<file path="src/rtl/bcd_field_counter_pkg.sv">
// Shared constants and helpers for the BCD field counter: nibble geometry,
// parameter-to-BCD conversion and a digit-wise BCD comparison.
package bcd_field_counter_pkg;

    localparam int unsigned NibbleW   = 4;
    localparam logic [3:0]  DigitMax  = 4'd9;
    localparam int unsigned MaxDigits = 4;

    // Converts an elaboration-time integer into up to four packed BCD digits.
    function automatic logic [NibbleW*MaxDigits-1:0] int_to_bcd(input int unsigned value);
        logic [NibbleW*MaxDigits-1:0] bcd;
        int unsigned rem;
        bcd = '0;
        rem = value;
        for (int i = 0; i < MaxDigits; i++) begin
            bcd[NibbleW*i +: NibbleW] = 4'(rem % 10);
            rem = rem / 10;
        end
        return bcd;
    endfunction

    // a < b, deciding on the most-significant differing nibble.
    function automatic logic bcd_lt(input logic [NibbleW*MaxDigits-1:0] a,
                                    input logic [NibbleW*MaxDigits-1:0] b);
        logic lt;
        logic decided;
        lt      = 1'b0;
        decided = 1'b0;
        for (int i = MaxDigits - 1; i >= 0; i--) begin
            if (!decided && (a[NibbleW*i +: NibbleW] != b[NibbleW*i +: NibbleW])) begin
                lt      = a[NibbleW*i +: NibbleW] < b[NibbleW*i +: NibbleW];
                decided = 1'b1;
            end
        end
        return lt;
    endfunction

endpackage

</file>
<file path="src/rtl/bcd_nibble_step.sv">
// One BCD digit of the up/down chain: steps the digit when a carry or borrow
// arrives and ripples a carry/borrow to the next digit on roll-over.
module bcd_nibble_step
    import bcd_field_counter_pkg::*;
(
    input  logic [NibbleW-1:0] digit_i,
    input  logic               carry_i,
    input  logic               borrow_i,
    output logic [NibbleW-1:0] digit_o,
    output logic               carry_o,
    output logic               borrow_o
);

    always_comb begin
        digit_o  = digit_i;
        carry_o  = 1'b0;
        borrow_o = 1'b0;
        if (carry_i) begin
            // >= so a stray non-BCD code still lands back on a legal digit
            if (digit_i >= DigitMax) begin
                digit_o = '0;
                carry_o = 1'b1;
            end else begin
                digit_o = digit_i + 4'd1;
            end
        end else if (borrow_i) begin
            if (digit_i == '0) begin
                digit_o  = DigitMax;
                borrow_o = 1'b1;
            end else begin
                digit_o = digit_i - 4'd1;
            end
        end
    end

endmodule

</file>
<file path="src/rtl/bcd_field_counter.sv">
// Up/down BCD field counter (seconds, hours, days...) with a runtime ceiling,
// a parameter floor, wrap-or-saturate limits and same-cycle carry/borrow.
module bcd_field_counter
    import bcd_field_counter_pkg::*;
#(
    parameter int unsigned DIGITS    = 2,
    parameter int unsigned MIN_VALUE = 0,
    parameter int unsigned WRAP      = 1
) (
    input  logic                        clk_i,
    input  logic                        rst_ni,
    input  logic                        inc_i,
    input  logic                        dec_i,
    input  logic                        load_i,
    input  logic [NibbleW*DIGITS-1:0]   load_value_i,
    input  logic [NibbleW*DIGITS-1:0]   max_i,
    output logic [NibbleW*DIGITS-1:0]   value_o,
    output logic                        at_max_o,
    output logic                        at_min_o,
    output logic                        carry_o,
    output logic                        borrow_o,
    output logic                        load_err_o
);

    localparam int unsigned W    = NibbleW * DIGITS;
    localparam int unsigned ExtW = NibbleW * MaxDigits;

    localparam logic [ExtW-1:0] MinBcdFull = int_to_bcd(MIN_VALUE);
    localparam logic [W-1:0]    MinBcd     = MinBcdFull[W-1:0];

    logic [W-1:0]      value_q, value_d;
    logic              load_err_q, load_err_d;
    logic [W-1:0]      step_value;
    logic [W-1:0]      max_clamped;
    logic [DIGITS-1:0] carry_chain, borrow_chain;
    logic [ExtW-1:0]   value_ext, max_ext, load_ext, min_ext;
    logic              load_digits_ok, load_ok;
    logic              inc_req, dec_req, step_up, step_dn;

    assign value_ext = ExtW'(value_q);
    assign max_ext   = ExtW'(max_i);
    assign load_ext  = ExtW'(load_value_i);
    assign min_ext   = MinBcdFull;

    assign at_max_o = !bcd_lt(value_ext, max_ext);
    assign at_min_o = !bcd_lt(min_ext, value_ext);

    always_comb begin
        load_digits_ok = 1'b1;
        max_clamped    = max_i;
        for (int k = 0; k < DIGITS; k++) begin
            if (load_value_i[NibbleW*k +: NibbleW] > DigitMax) begin
                load_digits_ok = 1'b0;
            end
            // Keeps a wrap-to-ceiling legal BCD even if the ceiling is not.
            if (max_i[NibbleW*k +: NibbleW] > DigitMax) begin
                max_clamped[NibbleW*k +: NibbleW] = DigitMax;
            end
        end
    end

    assign load_ok = load_digits_ok && !bcd_lt(load_ext, min_ext) && !bcd_lt(max_ext, load_ext);

    assign inc_req = !load_i && inc_i && !dec_i;
    assign dec_req = !load_i && dec_i && !inc_i;
    assign step_up = inc_req && !at_max_o;
    assign step_dn = dec_req && !at_min_o;

    assign carry_o  = inc_req && at_max_o && (WRAP != 0);
    assign borrow_o = dec_req && at_min_o && (WRAP != 0);

    for (genvar k = 0; k < DIGITS; k++) begin : g_digit
        logic cin, bin;
        if (k == 0) begin : g_lsd
            assign cin = step_up;
            assign bin = step_dn;
        end else begin : g_upper
            assign cin = carry_chain[k-1];
            assign bin = borrow_chain[k-1];
        end
        bcd_nibble_step u_step (
            .digit_i  (value_q[NibbleW*k +: NibbleW]),
            .carry_i  (cin),
            .borrow_i (bin),
            .digit_o  (step_value[NibbleW*k +: NibbleW]),
            .carry_o  (carry_chain[k]),
            .borrow_o (borrow_chain[k])
        );
    end

    // A step is only taken strictly inside the limits, so the top digit never overflows.
    logic unused_msd_overflow;
    assign unused_msd_overflow = carry_chain[DIGITS-1] ^ borrow_chain[DIGITS-1];

    always_comb begin
        value_d    = value_q;
        load_err_d = 1'b0;
        if (load_i) begin
            if (load_ok) begin
                value_d = load_value_i;
            end else begin
                load_err_d = 1'b1;
            end
        end else if (step_up || step_dn) begin
            value_d = step_value;
        end else if (carry_o) begin
            value_d = MinBcd;
        end else if (borrow_o) begin
            value_d = max_clamped;
        end
    end

    always_ff @(posedge clk_i or negedge rst_ni) begin
        if (!rst_ni) begin
            value_q    <= MinBcd;
            load_err_q <= 1'b0;
        end else begin
            value_q    <= value_d;
            load_err_q <= load_err_d;
        end
    end

    assign value_o    = value_q;
    assign load_err_o = load_err_q;

endmodule

</file>
<file path="config.mk">
export PLATFORM = sky130hd
export DESIGN_NAME = bcd_field_counter
export DESIGN_NICKNAME = d
export VERILOG_FILES = /design/src/rtl/bcd_field_counter_pkg.sv /design/src/rtl/bcd_nibble_step.sv /design/src/rtl/bcd_field_counter.sv
export SDC_FILE = /design/constraint.sdc
export NUM_CORES = 1
export LEC_CHECK = 0
export CAP_MARGIN = 15
export CORE_MARGIN = 8
export CORE_UTILIZATION = 30
export CTS_CLUSTER_SIZE = 16
export DETAILED_ROUTE_END_ITERATION = 6
export PLACE_DENSITY = 0.48
export SKIP_LAST_GASP = 1
export SYNTH_ARGS = -nofsm -noshare
export SYNTH_HDL_FRONTEND = slang
export SYNTH_SLANG_ARGS = --single-unit
</file>
<file path="constraint.sdc">
create_clock -name clk_i -period 7.9 [get_ports clk_i]
set_clock_uncertainty 0.2 [all_clocks]
set_input_delay 0.79 -clock clk_i [delete_from_list [all_inputs] [get_ports clk_i]]
set_output_delay 0.79 -clock clk_i [all_outputs]
set_load 0.005 [all_outputs]
</file>
==> results of run 1 <==
[sequential cells by signal (all words and copies together) (netlist names)]
| signal | flops |
|---|---|
| load_err_o | 1 |
| value_o | 8 |
[area by class of cell]
cell class | instances | share of cell area
flip-flops and latches | 9 | 0.1128
well taps | 70 | 0.04386
multi-input cells | 163 | 0.6065
inverters | 26 | 0.04887
clock buffers | 4 | 0.02256
repair buffers | 33 | 0.1654
[cells by family after synthesis]
kind of cell | Yosys count
flip-flops | 9
AND/OR/NAND/NOR | 61
adder cells (fa/ha/maj) | 23
buffers and inverters | 35
AO/OA/AOI/OAI | 75
multiplexers | 4
[power by group through the flow]
stage          clock network [mW]  registers, mW  logic (mW)
6_report                   0.0507         0.0913       0.221
3_5_place_dp                    0         0.0912       0.219
3_3_place_gp                    0         0.0916       0.224
4_1_cts                    0.0527         0.0906       0.221
5_1_grt                    0.0577         0.0933       0.248
2_1_floorplan                   0         0.0773       0.149
[worst register-to-register path, cell delays in order, from the launching register on]
cell and delay [ns]:
dfrtp_1 0.51, inv_1 0.16, ha_1 0.32, nand2b_1 0.16
a211o_1 0.29, a21oi_1 0.32, o21ai_1 0.23, o41ai_1 0.43
mux2_2 0.22
[worst min-delay path by stage]
stage | from | endpoint | slack, ns | cells after the start
finish | value_o[5]$_DFFE_PN0P_ | value_o[5]$_DFFE_PN0P_ | 0.52 | 1
global route | value_o[5]$_DFFE_PN0P_ | value_o[5]$_DFFE_PN0P_ | 0.54 | 1
CTS | value_o[5]$_DFFE_PN0P_ | value_o[5]$_DFFE_PN0P_ | 0.52 | 1
detailed placement | value_o[5]$_DFFE_PN0P_ | value_o[5]$_DFFE_PN0P_ | 0.51 | 1
global placement | value_o[5]$_DFFE_PN0P_ | value_o[5]$_DFFE_PN0P_ | 0.48 | 1
floorplan | rst_ni | load_err_o$_DFF_PN0_ | 0.29 | 0
[synthesized netlist by cell type, types with 2 or more instances]
cell,instances
ha_1,23
inv_1,23
nor2_1,15
o21ai_0,11
a21oi_1,9
a31oi_1,9
dfrtp_1,9
clkbuf_1,7
nand2b_1,7
nor3_1,7
nand2_1,6
o21ai_1,5
a211o_1,4
o2111ai_1,4
o211ai_1,4
or3b_1,4
a211oi_1,3
a21o_1,3
and3_1,3
inv_2,3
mux2_2,3
nand4_1,3
o21a_1,3
o22ai_1,3
o311a_1,3
or3_1,3
a32o_1,2
nand3_1,2
nand3b_1,2
nor2b_1,2
o41ai_1,2
[cell usage in the layout (no fill, tap or decap), types with 5 or more instances in the layout]
cell / synthesis / layout
o21ai_0: 11 / 11
a21oi_1: 9 / 9
nand2_1: 6 / 6
ha_1: 23 / 23
clkdlybuf4s50_1: 0 / 33
inv_1: 23 / 23
nand2b_1: 7 / 7
nor3_1: 7 / 7
nor2_1: 15 / 15
a31oi_1: 9 / 9
dfrtp_1: 9 / 9
o21ai_1: 5 / 5
[stage by stage]
step | setup WS (ns) | instances | utilization | instance area (um2) | power (mW)
3_5_place_dp | 3.990 | 301 | 0.3846 | 1952 | 0.3105
2_1_floorplan | 5.068 | 207 | - | 1577 | 0.2263
3_3_place_gp | 4.006 | 301 | 0.3846 | 1952 | 0.3155
4_1_cts | 3.990 | 305 | 0.3935 | 1997 | 0.3645
6_report | 3.994 | 305 | 0.3935 | 1997 | 0.3632
5_1_grt | 3.884 | 305 | 0.3935 | 1997 | 0.3992
[layer usage]
layer  track usage  part of all wire  vias to the layer above
li1              -                 -                      843
met2        0.2172              0.47                       38
met3       0.02878             0.044                        4
met4       0.02304            0.0080                        0
met1        0.1750              0.48                      769
met5             0                 0                        -
==> reports/results.ini, run 1 <==
[synth]
yosys.area.top_type_share = 0.1825
syn_inst = 207
synth-xor-area-share = 0
synth_area_leader_cell = ha_1
synth_compound_gate_area_share = 0.3357
async_flop_share = 1.000
syn_area_um2 = 1577
ys_ff_latch = 9
synth-simple-area-share = 0.2222
synth-edff-count = 0
synth_nets = 251
yosys.area_share.adder = 0.1825
synth_top_family_by_area = compound AO/OA/AOI/OAI gates
synth.area.top_cells = ha_1, dfrtp_1, inv_1
yosys_most_used_dff = dfrtp_1
avgSynthCellArea_um2 = 7.616
ys_types = 51
muxShareOfSynthArea = 0.02778
yosys_warnings = 0
yosysSeqAreaShare = 0.1429

[sta]
rsz0062_at_grt = no
tightestPinTransition_ns = 0.6913
setup_viol = 0
slew_headroom = 0.5377
final_hold_viol_count = 0
fmax_mhz = 256.0
period_needed_ns = 3.906
hold_ws_ns = 0.5179
tns_ns = 0
slew_violations = 0
min_period_over_period = 0.4945

[drt]
vias = 1654
vias_per_cell = 5.423
dr.pass1.iters = 4
drt-initial-drc-count = 75
wl_um = 5014
wire_per_inst_um = 16.44
antenna_left = 0
drc = 0

[layout]
n_antenna_cell = 0
drive_gt1_frac = 0.05957
multiInputGateArea_um2 = 1211
area_delta_synth_final_pct = 26.67
register_area_um2 = 225.2
n_fill_cell = 552
nNetsFinal = 280

[critical_path]
critPathCaptureType = output pin
crit_required_ns = 6.91
cp.buffers_inverters = 2
reg2reg_setup_slack_ns = 5.00
crit_slowest_cell = clkdlybuf4s50_1
cpMostUsedCell = clkdlybuf4s50_1
critPathMaxFanout = 5
rr_startpoint = value_o[4]$_DFFE_PN0P_
cpPeakStageDelay_ns = 0.47
reg2reg_depth = 8
startpoint_type = primary input
worst-path-stages = 7
worstPathArrival_ns = 2.92
rr_endpoint = value_o[2]$_DFFE_PN0P_
startpoint = max_i[4]
worstSetupEndpoint = at_max_o
critPathKind = primary input to output pin
cpLargestDelayFamily = buffers and inverters
worstPathCellList = clkdlybuf4s50_1, ha_1, nand2b_1, a211o_1, a21oi_1, nor2_1, clkdlybuf4s50_1

[min_path]
hold_class = flip-flop to flip-flop

[pwr]
clkPwrFrac = 0.140
swShare = 0.4416
combPwrFrac = 0.609
leakage_nw = 0.8673
power_density_nw_per_um2 = 181.9
switchingPower_mw = 0.1604
peakVddDrop_mv = 0.08744
cell_internal_pwr_mw = 0.2028
power_frac_seq = 0.251

[outcome]
status = complete, no violations

[clock_tree]
ctsHtreeMaxLevel = 1
max-clock-path-buffers = 2
numCtsBuffers = 3
cts_setup_buffers = 0
cts_tree = yes
clkTransAtPathRegs_ns = 0.04
ctsHoldBuffers = 0
cts_resized = 0
clkLatencyLatePin_ns = 0.22
clkSinkCount = 9
ctsRootBufferMaster = clkbuf_8

[floorplan]
fp.dieArea_um2 = 7830
start_util = 0.3107
ios = 34
dieWidth_um = 88.49
die_h_um = 88.49
core_area_um2 = 5075
rows = 26

[global_route]
grt_pass1_wl_um = 8342
grt_start_max_net_pins = 18
antenna_found_initial = 0
track_usage = 0.1329
grt_pass1_vias = 1659
overflow = 0

[placed_design]
dp.final_hpwl_um = 4054
port_buffers = 33
place.gp.congestion = 0.8688

[job]
max-cap-violations = 0

(Power assumes the default switching activity.)
==> run 2: changes to the inputs <==
--- a/config.mk
+++ b/config.mk
@@ -10,7 +10,7 @@
 export CORE_UTILIZATION = 30
 export CTS_CLUSTER_SIZE = 16
 export DETAILED_ROUTE_END_ITERATION = 6
-export PLACE_DENSITY = 0.48
+export PLACE_DENSITY = 0.5
 export SKIP_LAST_GASP = 1
 export SYNTH_ARGS = -nofsm -noshare
 export SYNTH_HDL_FRONTEND = slang
==> constraint.sdc (replaced) <==
create_clock -name clk_i -period 3.2 [get_ports clk_i]
set_clock_uncertainty 0.2 [all_clocks]
set_input_delay 0.32 -clock clk_i [delete_from_list [all_inputs] [get_ports clk_i]]
set_output_delay 0.32 -clock clk_i [all_outputs]
set_load 0.005 [all_outputs]
==> reports/results.ini, run 2 (same netlist as run 1, synthesis figures left out) <==
[placed_design]
place.gp.congestion = 0.8224  ; -5.3%
place_area_um2 = 2042  ; +4.6%
port_buffers = 33  ; unchanged
placed_cells = 313  ; +4.0%
pre_cts_ws_ns = 0.2252  ; -3.765 ns
dp.final_hpwl_um = 4303  ; +6.2%

[clock_tree]
cts_tree = yes
clkLatencyLatePin_ns = 0.23  ; about the same
max-clock-path-buffers = 2  ; unchanged
ctsRootBufferMaster = clkbuf_8
clkTransAtPathRegs_ns = 0.04  ; about the same
clkSinkCount = 9  ; unchanged
cts_setup_buffers = 0  ; unchanged
ctsHoldBuffers = 0  ; unchanged
ctsHtreeMaxLevel = 1  ; unchanged
numCtsBuffers = 3  ; unchanged
cts_resized = 0  ; unchanged

[critical_path]
startpoint = max_i[5]
worstPathArrival_ns = 2.45  ; -0.47 ns
reg2reg_depth = 9  ; +1
critPathMaxFanout = 5  ; unchanged
critPathKind = primary input to output pin
crit_required_ns = 2.68  ; -4.23 ns
startpoint_type = primary input
rr_startpoint = value_o[1]$_DFFE_PN0P_
worstSetupEndpoint = at_max_o
critPathCaptureType = output pin
rr_endpoint = value_o[1]$_DFFE_PN0P_
reg2reg_setup_slack_ns = 0.56  ; -4.44 ns

[drt]
vias_per_cell = 5.498  ; +1.4%
drt-initial-drc-count = 114  ; +52%
vias = 1743  ; +5.4%
wl_um = 5132  ; +2.4%
antenna_left = 0  ; unchanged
dr.pass1.iters = 4  ; unchanged
drc = 0  ; unchanged
wire_per_inst_um = 16.19  ; -1.5%

[sta]
final_hold_viol_count = 0  ; unchanged
fmax_mhz = 336.7
setup_viol = 0  ; unchanged
min_period_over_period = 0.9282
setup_ws_ns = 0.2297  ; -3.764 ns
slew_violations = 0  ; unchanged
tightestPinTransition_ns = 0.4430  ; -0.2482 ns
rsz0062_at_grt = no
period_needed_ns = 2.970
tns_ns = 0  ; unchanged
slew_headroom = 0.6970  ; +0.1593

[floorplan]
start_util = 0.3107  ; unchanged
dieWidth_um = 88.49  ; unchanged
die_h_um = 88.49  ; unchanged
fp.dieArea_um2 = 7830  ; unchanged
rows = 26  ; unchanged
ios = 34  ; unchanged
core_area_um2 = 5075  ; unchanged

[global_route]
grt_pass1_vias = 1678  ; +1.1%
overflow = 0  ; unchanged
antenna_found_initial = 0  ; unchanged
grt_pass1_wl_um = 8466  ; +1.5%
grt_start_max_net_pins = 13  ; -5
track_usage = 0.1373  ; +0.004411

[outcome]
status = complete, no violations

[pwr]
peakVddDrop_mv = 0.2353  ; +170%
leakage_nw = 0.9263  ; +6.8%
power_density_nw_per_um2 = 453.1  ; +150%

[layout]
n_antenna_cell = 0  ; unchanged
largest_reg_flops = 8  ; unchanged
area_delta_synth_final_pct = 32.38
mostFrequentLayoutCells = clkdlybuf4s50_1, inv_1, ha_1
stdcell_count = 317  ; +3.9%
drive_gt1_frac = 0.1053  ; +0.04569
fin_util = 0.4112  ; +0.01775
fin_area_um2 = 2087  ; +4.5%
mostFrequentLayoutCell = clkdlybuf4s50_1
nNetsFinal = 292  ; +4.3%

[job]
max-cap-violations = 0  ; unchanged

[min_path]
hold_class = primary input to asynchronous set/reset pin

run 2: cell count changes in the layout (fill, tap and decap cells not counted):
cell,delta
buf_4,+12
run 2: per-stage QoR:
stage	hold slack (ns)	total power [mW]
2_1_floorplan	-0.1756	0.5588
3_3_place_gp	0.4563	0.8290
3_5_place_dp	0.4623	0.8193
4_1_cts	0.2181	0.9547
5_1_grt	0.2199	1.031
6_report	0.1935	0.9456
run 2: final cells by class:
type	instances	area, um2
multi-input combinational	163	1211
sequential	9	225.2
tap	70	87.58
inverter	26	97.59
clock buffer	4	45.04
timing repair buffer	45	420.4
fill	560	2988
run 2: metal layers:
metal  vias up  track usage  wire, um
met1       813       0.1787      2394
met5         -            0         0
met4         0      0.02919        78
met3        10      0.02136       215
met2        48       0.2308      2443
li1        872            -         -
run 2: worst min-delay path by stage:
stage,start,to,cells after the start
CTS,rst_ni,value_o[7]$_DFFE_PN0P_,1
global placement,rst_ni,value_o[6]$_DFFE_PN0P_,1
finish,rst_ni,value_o[7]$_DFFE_PN0P_,1
floorplan,rst_ni,load_err_o$_DFF_PN0_,0
global route,rst_ni,value_o[7]$_DFFE_PN0P_,1
detailed placement,rst_ni,value_o[7]$_DFFE_PN0P_,1
run 2: critical path, cell delays in order:
cell	delay (ns)
clkdlybuf4s50_1	0.56
inv_1	0.07
ha_1	0.31
a211o_1	0.26
a21oi_1	0.34
nor2_1	0.12
clkdlybuf4s50_1	0.47
run 2: report_power, final:
group / internal, mW / total (mW) / switching [mW]
Clock: 0.0866 / 0.128 / 0.0419
Sequential: 0.143 / 0.176 / 0.0324
Combinational: 0.306 / 0.642 / 0.336
Total: 0.536 / 0.946 / 0.410
==> run 3: changes to the inputs <==
--- a/config.mk
+++ b/config.mk
@@ -6,6 +6,7 @@
 export NUM_CORES = 1
 export LEC_CHECK = 0
 export CAP_MARGIN = 15
+export CORE_ASPECT_RATIO = 0.9
 export CORE_MARGIN = 8
 export CORE_UTILIZATION = 30
 export CTS_CLUSTER_SIZE = 16
==> reports/results.ini, run 3 (same netlist as run 1, synthesis figures left out) <==
[layout]
area_delta_synth_final_pct = 31.19
mostFrequentLayoutCells = clkdlybuf4s50_1, inv_1, ha_1
n_antenna_cell = 0  ; unchanged
mostFrequentLayoutCell = clkdlybuf4s50_1
nNetsFinal = 290  ; -0.68%
fin_area_um2 = 2068  ; -0.90%
largest_reg_flops = 8  ; unchanged
drive_gt1_frac = 0.09796  ; -0.007304

[drt]
vias = 1691  ; -3.0%
drc = 0  ; unchanged
wl_um = 5120  ; -0.23%
drt-initial-drc-count = 80  ; -30%
wire_per_inst_um = 16.41  ; +1.4%
antenna_left = 0  ; unchanged
vias_per_cell = 5.420  ; -1.4%
dr.pass1.iters = 4  ; unchanged

[floorplan]
rows = 25  ; -3.8%
dieWidth_um = 92.41  ; +4.4%
ios = 34  ; unchanged
die_h_um = 84.77  ; -4.2%
core_area_um2 = 5161  ; +1.7%
fp.dieArea_um2 = 7834  ; about the same
start_util = 0.3055  ; -0.005196

[sta]
slew_headroom = 0.7044  ; +0.007365
final_hold_viol_count = 0  ; unchanged
fmax_mhz = 341.9  ; +1.6%
tns_ns = 0  ; unchanged
tightestPinTransition_ns = 0.4323  ; -0.01077 ns
setup_viol = 0  ; unchanged
period_needed_ns = 2.925  ; -0.04582 ns
min_period_over_period = 0.9139  ; -0.01432
slew_violations = 0  ; unchanged
rsz0062_at_grt = no

[job]
max-cap-violations = 0  ; unchanged

[global_route]
track_usage = 0.1273  ; -0.009976
grt_pass1_vias = 1625  ; -3.2%
grt_start_max_net_pins = 17  ; +4
antenna_found_initial = 0  ; unchanged
grt_pass1_wl_um = 8204  ; -3.1%
overflow = 0  ; unchanged

[placed_design]
place.gp.congestion = 0.8072  ; -1.8%
port_buffers = 33  ; unchanged
dp.final_hpwl_um = 4198  ; -2.4%
place_area_um2 = 2023  ; -0.92%

[critical_path]
worst-path-stages = 7  ; unchanged
cpLargestDelayFamily = buffers and inverters
worstPathArrival_ns = 2.40  ; -0.05 ns
crit_required_ns = 2.68  ; about the same
reg2reg_depth = 9  ; unchanged
startpoint_type = primary input
reg2reg_setup_slack_ns = 0.47  ; -0.09 ns
critPathCaptureType = output pin
crit_slowest_cell = clkdlybuf4s50_1
worstPathCellList = clkdlybuf4s50_1, ha_1, nand2b_1, a211o_1, a21oi_1, nor3_1, clkdlybuf4s50_1
cpMostUsedCell = clkdlybuf4s50_1
cp.buffers_inverters = 2  ; -1
cpPeakStageDelay_ns = 0.47  ; -0.09 ns
critPathKind = primary input to output pin
critPathMaxFanout = 5  ; unchanged

[clock_tree]
clkSinkCount = 9  ; unchanged
cts_tree = yes
clkLatencyLatePin_ns = 0.23  ; about the same
ctsRootBufferMaster = clkbuf_8
cts_resized = 0  ; unchanged
ctsHoldBuffers = 0  ; unchanged
max-clock-path-buffers = 2  ; unchanged
numCtsBuffers = 3  ; unchanged
cts_setup_buffers = 0  ; unchanged
ctsHtreeMaxLevel = 1  ; unchanged
clkTransAtPathRegs_ns = 0.05  ; about the same

[min_path]
hold_class = primary input to asynchronous set/reset pin

[pwr]
power_density_nw_per_um2 = 449.1  ; -0.87%
peakVddDrop_mv = 0.1900  ; -19%
leakage_nw = 0.9161  ; -1.1%

[outcome]
status = complete, no violations

run 3: changes by cell type in the layout (fill, tap and decap cells not counted), sizes merged:
cell	change
buf	-2
run 3: per-layer routing:
metal	share of wire	GRT usage
met5	0	0
met4	0.0033	0.01316
met3	0.054	0.02852
met2	0.46	0.2065
met1	0.48	0.1714
run 3: layout make-up:
| cell class | instances | area, um2 |
|---|---|---|
| timing repair buffer | 43 | 405.4 |
| sequential | 9 | 225.2 |
| inverter | 26 | 97.59 |
| tap | 67 | 83.83 |
| multi-input combinational | 163 | 1211 |
| clock buffer | 4 | 45.04 |
| fill | 541 | 3093 |
run 3: stage by stage:
| step | setup WS, ns | std cells | hold WS (ns) | util | power (mW) |
|---|---|---|---|---|---|
| 2_1_floorplan | 0.6809 | 207 | -0.1756 | - | 0.5588 |
| 3_3_place_gp | 0.2755 | 308 | 0.4441 | 0.3920 | 0.8106 |
| 3_5_place_dp | 0.2505 | 308 | 0.4452 | 0.3920 | 0.8018 |
| 4_1_cts | 0.2494 | 312 | 0.1970 | 0.4007 | 0.9364 |
| 5_1_grt | 0.1453 | 312 | 0.2284 | 0.4007 | 1.015 |
| 6_report | 0.2755 | 312 | 0.1861 | 0.4007 | 0.9289 |
run 3: where the power goes:
group / switching, mW / total, mW / internal (mW)
combinational: 0.310 / 0.607 / 0.297
sequential: 0.0509 / 0.194 / 0.143
clock: 0.0416 / 0.128 / 0.0865
run 3: worst paths after layout:
| path | end | startpoint |
|---|---|---|
| worst max-delay path | carry_o | max_i[4] |
| worst min register to register | value_o[4]$_DFFE_PN0P_ | value_o[4]$_DFFE_PN0P_ |
| min in group clk_i | value_o[4]$_DFFE_PN0P_ | value_o[4]$_DFFE_PN0P_ |
| worst min-delay path | value_o[7]$_DFFE_PN0P_ | rst_ni |
| worst max register to register | value_o[1]$_DFFE_PN0P_ | value_o[1]$_DFFE_PN0P_ |
| max in group asynchronous | load_err_o$_DFF_PN0_ | rst_ni |
